## src/rtl/serial_addsub.sv

```systemverilog
`default_nettype none
// ============================================================================
// Module      : serial_addsub
// Description : Digit-serial adder/subtractor. Processes DIGIT bits per clock,
//               LSB first, with start/busy/done handshake and signed overflow.
// Revision    : 1.0 - initial release
// ============================================================================
module serial_addsub #(
    parameter int WIDTH = 8,
    parameter int DIGIT = 1
) (
    input  logic             clk,
    input  logic             rst,
    input  logic             start,
    input  logic             sub,
    input  logic [WIDTH-1:0] a,
    input  logic [WIDTH-1:0] b,
    input  logic             cin,
    output logic             busy,
    output logic             done,
    output logic [WIDTH-1:0] sum,
    output logic             cout,
    output logic             ovf
);

    localparam int NSTEP = WIDTH / DIGIT;
    localparam int CNT_W = $clog2(NSTEP + 1);
    localparam logic [CNT_W-1:0] LAST_STEP = CNT_W'(NSTEP - 1);

    localparam logic [0:0] S_IDLE = 1'b0;
    localparam logic [0:0] S_RUN  = 1'b1;

    logic [0:0]             r_state;
    logic [CNT_W-1:0]       r_cnt;
    logic [WIDTH-1:0]       r_a_sh;
    logic [WIDTH-1:0]       r_b_sh;
    logic [WIDTH-1:0]       r_work;
    logic                   r_carry;

    logic [DIGIT:0]         w_digit;
    logic [WIDTH+DIGIT-1:0] w_cat;
    logic [WIDTH-1:0]       w_work_next;
    logic                   w_c_out;
    logic                   w_c_msb_in;

    assign w_digit = {1'b0, r_a_sh[DIGIT-1:0]} + {1'b0, r_b_sh[DIGIT-1:0]}
                   + {{DIGIT{1'b0}}, r_carry};
    assign w_c_out = w_digit[DIGIT];
    // Carry into the digit's top bit recovered from its sum bit and operands.
    assign w_c_msb_in  = w_digit[DIGIT-1] ^ r_a_sh[DIGIT-1] ^ r_b_sh[DIGIT-1];
    assign w_cat       = {w_digit[DIGIT-1:0], r_work};
    assign w_work_next = w_cat[WIDTH+DIGIT-1:DIGIT];

    always_ff @(posedge clk) begin
        if (rst) begin
            r_state <= S_IDLE;
            r_cnt   <= '0;
            r_a_sh  <= '0;
            r_b_sh  <= '0;
            r_work  <= '0;
            r_carry <= 1'b0;
            busy    <= 1'b0;
            done    <= 1'b0;
            sum     <= '0;
            cout    <= 1'b0;
            ovf     <= 1'b0;
        end else begin
            done <= 1'b0;
            case (r_state)
                S_IDLE: begin
                    if (start) begin
                        r_a_sh  <= a;
                        r_b_sh  <= sub ? ~b : b;
                        r_carry <= sub ? ~cin : cin;
                        r_cnt   <= '0;
                        busy    <= 1'b1;
                        r_state <= S_RUN;
                    end
                end
                S_RUN: begin
                    r_work  <= w_work_next;
                    r_a_sh  <= r_a_sh >> DIGIT;
                    r_b_sh  <= r_b_sh >> DIGIT;
                    r_carry <= w_c_out;
                    r_cnt   <= r_cnt + 1'b1;
                    if (r_cnt == LAST_STEP) begin
                        sum     <= w_work_next;
                        cout    <= w_c_out;
                        ovf     <= w_c_msb_in ^ w_c_out;
                        busy    <= 1'b0;
                        done    <= 1'b1;
                        r_state <= S_IDLE;
                    end
                end
                default: r_state <= S_IDLE;
            endcase
        end
    end

endmodule
`default_nettype wire

```

## config.mk

```make
export PLATFORM = sky130hd
export DESIGN_NAME = serial_addsub
export DESIGN_NICKNAME = d
export VERILOG_FILES = /design/src/rtl/serial_addsub.sv
export SDC_FILE = /design/constraint.sdc
export NUM_CORES = 1
export LEC_CHECK = 0
export ABC_AREA = 0
export CORE_MARGIN = 4
export CORE_UTILIZATION = 30
export DETAILED_ROUTE_END_ITERATION = 7
export PLACE_DENSITY = 0.53
export SYNTH_ARGS = -nofsm -noshare
export SYNTH_HDL_FRONTEND = slang
export SYNTH_SLANG_ARGS = --single-unit
```

## constraint.sdc

```tcl
create_clock -name clk -period 2 [get_ports clk]
set_input_delay 0.2 -clock clk [delete_from_list [all_inputs] [get_ports clk]]
set_output_delay 0.2 -clock clk [all_outputs]
set_load 0.02 [all_outputs]
```

======== Word-level counts from Yosys, hierarchy flattened ========
Cells that the tools add are included.
cells by class
  eq/ne operators ......................... 3
  add/subtract/negate cells ............... 3
  multiplexer cells ....................... 17
  reductions and logical operators ........ 3
  bitwise gates (word level) .............. 6
operators with widths
  kind                   count
  $pmux W8 S2            2
  $mux W8                3
  $not A8 Y8             1
  $pmux W4 S2            1
  $mux W1                7
  $pmux W1 S2            3
  $add A4 B1 Y4 const B  1
  $eq A4 B3 Y1 const B   1
  $mux W4                1
  $reduce_and A2 Y1      2
  $xor A1 B1 Y1          3
  $add A1 B1 Y2          1
  $add A2 B1 Y2          1
  $ne A2 B1 Y1 const B   1
  $ne A2 B2 Y1 const B   1
  $not A1 Y1             2
  $reduce_or A2 Y1       1
storage, ports and cells
  bits of input ports ..................... 21
  register bits after elaboration ......... 42
  output and inout port bits .............. 12
  word-level logic and storage cells ...... 43

======== Depth between registers and ports, before layout ========
Gate-level depths: netlist of run 1.
  word-level depth ........................ 5
  mapped depth ............................ 5
  gate-level depth less buffers ........... 4

======== Worst setup path before layout of run 1 ========
No wires, ideal clock.
  kind .................................... reg-to-reg
  start ................................... register r_a_sh[0]
  end ..................................... register ovf
  setup time .............................. 117 ps
  arrival time ............................ 1336 ps
  required time ........................... 1883 ps
  stages on the path, launching flop included .. 5
  setup slack ............................. 547 ps
  cells stage by stage .................... dfxtp_1 -> fa_1 -> xor2_1 -> xnor2_1 -> a22o_1
between the ends
  longest elaborated chain between the ends .. 5
ends and longest elaborated chain
  element                     RTL line  text
  from (decl)                 35        logic [WIDTH-1:0] r_a_sh;
  from (signal assigned)      82        r_a_sh <= r_a_sh >> DIGIT;
  $add A1 B1 Y2               46        assign w_digit = {1'b0, r_a_sh[DIGIT-1:0]} + {1'b0, r_b_sh[DIGIT-1:0]}
  $add A2 B1 Y2               47        + {{DIGIT{1'b0}}, r_carry};
  named net w_digit[0]        40        logic [DIGIT:0] w_digit;
  $xor A1 B1 Y1 (2 in a row)  50        assign w_c_msb_in = w_digit[DIGIT-1] ^ r_a_sh[DIGIT-1] ^ r_b_sh[DIGIT-1];
  $xor A1 B1 Y1               89        ovf <= w_c_msb_in ^ w_c_out;
  to (signal assigned)        89
  to (decl)                   23        output logic ovf
The timed path passes the listed nets, and every way through them passes these cells.
A chain may end at the register's enable or synchronous reset.

======== Worst setup path in the final report of run 1 ========
  start ................................... register r_cnt[0]
  end ..................................... register sum[0]
between the ends
  longest elaborated chain between the ends .. 2
ends and longest elaborated chain
  element                      RTL line  text
  from (decl)                  34        logic [CNT_W-1:0] r_cnt;
  from (signal assigned)       85        r_cnt <= r_cnt + 1'b1;
  $eq A4 B3 Y1                 86        if (r_cnt == LAST_STEP) begin
  $reduce_and A2 Y1 (no line)  -
  to (signal assigned)         87        sum <= w_work_next;
  to (decl)                    21        output logic [WIDTH-1:0] sum,
No other way between the ends.

==> key figures, run 1 <==
Worst setup path
  – Crit-path slowest cell: nor2b_1
  – Critical path buffers and inverters: 0
  – Reg2reg setup slack: 0.37 ns
  – Crit path DAT: 1.87 ns
  – Max incr delay on CP: 0.65 ns
  – Cell chain of the critical path: ha_1 -> nand4b_1 -> nor2b_1 -> a22o_1
  – Critical Path RT: 2.24 ns
  – Reg2reg end: sum[0]
  – Top Family by Delay on Critical Path: simple AND/OR/NAND/NOR gates
  – Max FO, Critical Path: 12
  – CP endpoint kind: flip-flop
  – Worst r2r src: r_cnt[0]
  – FF-to-FF path depth: 4
  – Crit Path Class: reg -> reg
  – Nature of the critical path startpoint: flip-flop

STA
  – Setup TNS Final: 0 ns
  – Final period utilization: 0.814
  – Final slew viol count: 0
  – Slew margin rel.: 0.479
  – Crit path time final: 1.63 ns
  – Final setup vio count: 0
  – Final hold violation count: 0
  – Setup Skew: 0.00449 ns
  – RSZ-0062 raised after global routing: no
  – Hold_ws: 0.474 ns
  – Maximum clock frequency: 614 MHz
  – Least-Margin Pin Slew: 0.780 ns

Power
  – Lkg Pwr: 0.892 nW
  – Pwr/cell area: 823 nW/um2
  – Worst vdd ir: 0.338 mV

Run status
  – Status: finished clean

Yosys
  – Async SR Flop Fraction: 0
  – Synthesis-stage register bit count: 41
  – Main synth FF type: dfxtp_1
  – Yosys top cell area share: 0.460
  – Yosys warning count: 0
  – Syn Inst Count: 172
  – Synth Net Count: 195
  – Seq/Total Area, Yosys: 0.460
  – EDFF count, synth: 0
  – Ranking of synthesized cells by area: dfxtp_1 (46%), mux2i_1 (8.4%), nor2_1 (7.8%)
  – Synth cell types: 25
  – Syn_area_per_cell: 10.4 um2
  – Area leader, netlist: dfxtp_1
  – Synth Cell Area: 1780 um2

Global routing
  – Met3 usage in global routing: 0.0272
  – Vias in the first global route: 1188
  – Largest net degree at the start of global routing: 25
  – First-pass GRT wire length: 5470 um
  – M1 GR Usage: 0.130
  – Initial antenna violation count: 0
  – Met2 Use GR: 0.128
  – GR Overflow Total: 0
  – Tot GR Track Use: 0.0947
  – GRT busiest layer: met1

Drt
  – 1st-iter DRT viols: 41
  – Residual DRC count: 0
  – Avg Vias per Cell: 4.49
  – Wire length per cell: 11.8 um
  – Routed WL: 3260 um
  – DR vias: 1244
  – Antenna-violating nets left: 0
  – DRT Pass-1 Iters: 4

Finish
  – Multi-input gate area: 870 um2
  – Layout cells sized above 1: 0.112
  – Commonest non-fill, non-tap cell in the layout: dfxtp_1
  – # nets final: 227
  – Sequential cell area: 821 um2
  – P&R area growth vs syn: 28.3%
  – Antenna diodes: 0
  – Most frequent cells in the layout: dfxtp_1 (41), nor2_1 (37), clkdlybuf4s50_1 (32), mux2i_1 (15), xor2_1 (11)
  – Filler instances: 570

Place
  – Port Buf Inserts: 32
  – GP Congestion: 0.716
  – Detailed Place HPWL: 2380 um

Clock tree
  – Clock latency on the worst-skew pair: 0.29 ns
  – Clock tree sinks: 41
  – CTS tree: done
  – Worst-case clock buffer depth: 2
  – Num CTS Buffers: 5
  – Number of post-CTS setup repair buffers: 0
  – Post-CTS sizing: 0
  – Reg clk slew, reported paths: 0.08 ns
  – Cts hold-fix bufs: 0
  – Clock Tree Root: clkbuf_8
  – Max H-tree Level: 2

Floorplanning
  – Initial Utilization: 0.316
  – Core box area: 5640 um2
  – IO Pins: 33
  – FP Rows: 27
  – Die Ht: 85.1 um
  – DIE WIDTH: 85.1 um
  – Die ar.: 7240 um2

Run
  – Max cap viols: 0

Worst hold path
  – Worst Hold Path EP: busy
  – Hold crit path type: reg -> reg
  – Min-delay src: busy
  – Hold depth: 1
[cell families after synthesis]
| kind of cell | after synthesis | synth area share |
|---|---|---|
| AND/OR/NAND/NOR | 52 | 0.122 |
| multiplexers | 22 | 0.128 |
| XOR/XNOR | 14 | 0.0688 |
| buffers and inverters | 15 | 0.0519 |
| AO/OA/AOI/OAI | 26 | 0.150 |
| flip-flops | 41 | 0.460 |
| adder cells (fa/ha/maj) | 2 | 0.0182 |
[worst max-delay path by stage]
| stage | from | endpoint | slack, ns | cells after the start |
|---|---|---|---|---|
| 2_1_floorplan | r_a_sh[0] | ovf | 0.55 | 4 |
| 3_3_place_gp | rst | sum[0] | 0.30 | 4 |
| 3_5_place_dp | rst | sum[2] | 0.24 | 4 |
| 4_1_cts | r_cnt[0] | sum[0] | 0.34 | 4 |
| 5_1_grt | r_cnt[0] | sum[0] | 0.23 | 4 |
| 6_report | r_cnt[0] | sum[0] | 0.37 | 4 |
[registers in the layout, indices dropped and copies added, names as in the netlist]
signal	count
busy	1
ovf	1
r_b_sh	8
r_a_sh	8
r_carry	1
r_state	1
r_cnt	4
done	1
sum	8
r_work	7
cout	1
[cell usage after synthesis (all sizes together), types with 2 or more instances]
| cell type | number |
|---|---|
| dfxtp | 41 |
| nor2 | 37 |
| mux2i | 15 |
| xor2 | 11 |
| a22o | 10 |
| buf | 10 |
| nand2 | 8 |
| o32ai | 8 |
| mux2 | 7 |
| a21oi | 4 |
| clkbuf | 3 |
| nor3b | 3 |
| xnor2 | 3 |
| a211oi | 2 |
| inv | 2 |
| o21a | 2 |
[routing by layer]
layer  part of all wire  vias up
met2               0.40       32
met4              0.025        0
met5                  0        -
met3              0.061        7
met1               0.52      552
li1                   -      653
[where the power goes]
group	total [mW]	switching, mW	leakage (nW)	internal (mW)
Combinational	0.231	0.109	0.489	0.122
Clock	0.779	0.284	0.0681	0.496
Sequential	0.873	0.0219	0.334	0.851
Total	1.88	0.415	0.892	1.47
[final cells by class]
class	count	area share
multi-input combinational	116	0.380
tap	72	0.0394
clock inverter	3	0.0284
timing repair buffer	38	0.160
clock buffer	5	0.0301
inverter	2	0.00328
sequential	41	0.359
[through the flow]
| stage | util | total power [mW] | setup WS [ns] | area [um2] | cells |
|---|---|---|---|---|---|
| 6_report | 0.405 | 1.88 | 0.372 | 2290 | 277 |
| 4_1_cts | 0.405 | 1.91 | 0.336 | 2290 | 277 |
| 2_1_floorplan | - | 1.05 | 0.547 | 1780 | 172 |
| 3_3_place_gp | 0.382 | 1.13 | 0.302 | 2150 | 269 |
| 5_1_grt | 0.405 | 1.98 | 0.225 | 2290 | 277 |
| 3_5_place_dp | 0.382 | 1.13 | 0.237 | 2150 | 269 |
Note: power is estimated with default switching activity, not from simulation.
==> run 2: changes to the inputs <==
clock period = 1.59 ns   (was 2 ns; I/O delays follow)
==> key figures, run 2 (synthesized netlist as in run 1, its figures left out) <==
Run status
  – Status: finished clean

Finish
  – Largest regs: r_a_sh x8, r_b_sh x8, sum x8
  – P&R area growth vs syn: 28.8%
  – Layout cells sized above 1: 0.139 (+0.0272)
  – Most frequent cells in the layout: dfxtp_1 (40), nor2_1 (36), clkdlybuf4s50_1 (32), mux2i_1 (15), xor2_1 (11)
  – Fin cells: 280 (+1.1%)
  – Commonest non-fill, non-tap cell in the layout: dfxtp_1
  – Filler instances: 552 (-3.2%)
  – # nets final: 230 (+1.3%)
  – Antenna diodes: 0 (unchanged)

Drt
  – DRT Pass-1 Iters: 4 (unchanged)
  – Residual DRC count: 0 (unchanged)
  – Antenna-violating nets left: 0 (unchanged)
  – Wire length per cell: 11.8 um (+0.24%)
  – 1st-iter DRT viols: 47 (+15%)
  – DR vias: 1243 (-0.080%)
  – Routed WL: 3300 um (+1.3%)
  – Avg Vias per Cell: 4.44 (-1.2%)

STA
  – RSZ-0062 raised after global routing: no
  – Final period utilization: 0.956 (+0.142)
  – Least-Margin Pin Slew: 0.550 ns (-0.229 ns)
  – Slew margin rel.: 0.633 (+0.154)
  – Hold_ws: 0.467 ns (-0.00673 ns)
  – PnR worst setup slack: 0.0707 ns (-0.302 ns)
  – Final hold violation count: 0 (unchanged)
  – Final slew viol count: 0 (unchanged)
  – Crit path time final: 1.52 ns (-0.108 ns)
  – Setup Skew: 0.00640 ns (+0.00191 ns)
  – Final setup vio count: 0 (unchanged)
  – Maximum clock frequency: 658 MHz (+7.1%)

Clock tree
  – Reg clk slew, reported paths: 0.07 ns (about the same)
  – Num CTS Buffers: 5 (unchanged)
  – Clock latency on the worst-skew pair: 0.29 ns (about the same)
  – Clock tree sinks: 41 (unchanged)
  – Max H-tree Level: 2 (unchanged)
  – Worst-case clock buffer depth: 2 (unchanged)
  – CTS tree: done
  – Clock Tree Root: clkbuf_8

Worst setup path
  – CP endpoint kind: flip-flop
  – Crit-path slowest cell: fa_1
  – Worst r2r src: r_carry
  – Cell chain of the critical path: fa_1 -> xor2_1 -> xnor2_1 -> a22o_1
  – FF-to-FF path depth: 4 (unchanged)
  – Critical Path RT: 1.77 ns (-0.47 ns)
  – Critical path buffers and inverters: 0 (unchanged)
  – Crit path DAT: 1.70 ns (-0.17 ns)
  – Top Family by Delay on Critical Path: adder cells
  – Reg2reg setup slack: 0.07 ns (-0.30 ns)
  – Max incr delay on CP: 0.60 ns (-0.05 ns)
  – Reg2reg end: ovf
  – Crit Path Class: reg -> reg
  – Nature of the critical path startpoint: flip-flop
  – Max FO, Critical Path: 3 (-9)

Power
  – Final total power: 2.15 mW (+14%)
  – Worst vdd ir: 0.337 mV (-0.27%)
  – Lkg Pwr: 0.900 nW (+0.95%)
  – Pwr/cell area: 936 nW/um2 (+14%)

Place
  – Port Buf Inserts: 32 (unchanged)
  – GP Congestion: 0.730 (+2.0%)
  – Inst Count DP: 272 (+1.1%)
  – Pre-CTS setup slack: -0.0237 ns (-0.261 ns)
  – Detailed Place HPWL: 2370 um (-0.77%)

Floorplanning
  – DIE WIDTH: 85.1 um (unchanged)
  – IO Pins: 33 (unchanged)
  – Core box area: 5640 um2 (unchanged)
  – Die ar.: 7240 um2 (unchanged)
  – FP Rows: 27 (unchanged)
  – Die Ht: 85.1 um (unchanged)
  – Initial Utilization: 0.316 (unchanged)

Global routing
  – Vias in the first global route: 1236 (+4.0%)
  – GR Overflow Total: 0 (unchanged)
  – First-pass GRT wire length: 5740 um (+4.9%)
  – Tot GR Track Use: 0.0980 (+0.00336)
  – Initial antenna violation count: 0 (unchanged)
  – Largest net degree at the start of global routing: 24 (-4.0%)

Worst hold path
  – Min-delay src: busy
  – Hold crit path type: reg -> reg
  – Worst Hold Path EP: busy
  – Hold depth: 1 (unchanged)

Run
  – Max cap viols: 0 (unchanged)
## run 2: changes by cell type in the layout (fill, tap and decap cells not counted)
cell / before / now
buf_4: 6 / 8
bufinv_16: 2 / 0
clkbuf_8: 5 / 7
buf_12: 0 / 1
dfxtp_1: 41 / 40
dfxtp_2: 0 / 1
nor2_1: 37 / 36
nor2_2: 0 / 1
nor2b_1: 1 / 0
nor2b_2: 0 / 1
## run 2: layout make-up
cell class	count	area [um2]	share of cell area
Clock buffer	7	96.3	0.0420
Clock inverter	1	5.00	0.00218
Inverter	2	7.51	0.00327
Multi-Input combinational cell	116	875	0.381
Sequential cell	41	822	0.358
Tap cell	72	90.1	0.0392
Timing Repair Buffer	41	400	0.174
## run 2: how the worst max path moves through the flow
stage,startpoint,to,slack [ns],cells after the start
finish,r_carry,ovf,0.07,4
global route,r_carry,ovf,0.02,4
CTS,r_a_sh[0],ovf,0.003,4
detailed placement,r_cnt[0],ovf,-0.02,4
global placement,r_cnt[0],sum[0],-0.03,4
floorplan,r_a_sh[0],ovf,0.14,4
## run 2: per-stage QoR
stage          TNS [ns]   util  area (um2)
6_report              0  0.407        2300
5_1_grt               0  0.407        2300
4_1_cts               0  0.406        2290
3_5_place_dp     -0.121  0.388        2190
3_3_place_gp     -0.247  0.388        2190
2_1_floorplan         0      -        1780
## run 2: routing by layer
layer	global-route usage	vias up	wire length, um
met2	0.138	30	1280
met4	0.0432	0	63
met3	0.0311	6	175
met1	0.136	546	1790
li1	-	661	-
met5	0	-	0
## run 2: worst reg2reg max path: stages, from the launching register on
cell and delay (ns):
dfxtp_1 0.33, fa_1 0.60, xor2_1 0.19, xnor2_1 0.10, a22o_1 0.20
## run 2: where the power goes
group / switching (mW) / leakage, nW / internal, mW
Combinational: 0.142 / 0.511 / 0.164
Clock: 0.355 / 0.0542 / 0.393
Sequential: 0.0249 / 0.335 / 1.07
## run 2: what timing repair did
action | in CTS | in global routing
gates cloned | 0 | 0
pin swaps | 0 | 1
setup buffers | 0 | 0
hold endpoints to repair | 0 | 0
hold buffers | 0 | 0
gates resized for setup | 1 | 2
setup endpoints to repair | 10 | 10
==> run 3: changes to the inputs <==
CTS_CLUSTER_SIZE = 14   (was default)
==> results of run 3 <==
Final layout, timing and power as in run 2 (identical DEF).
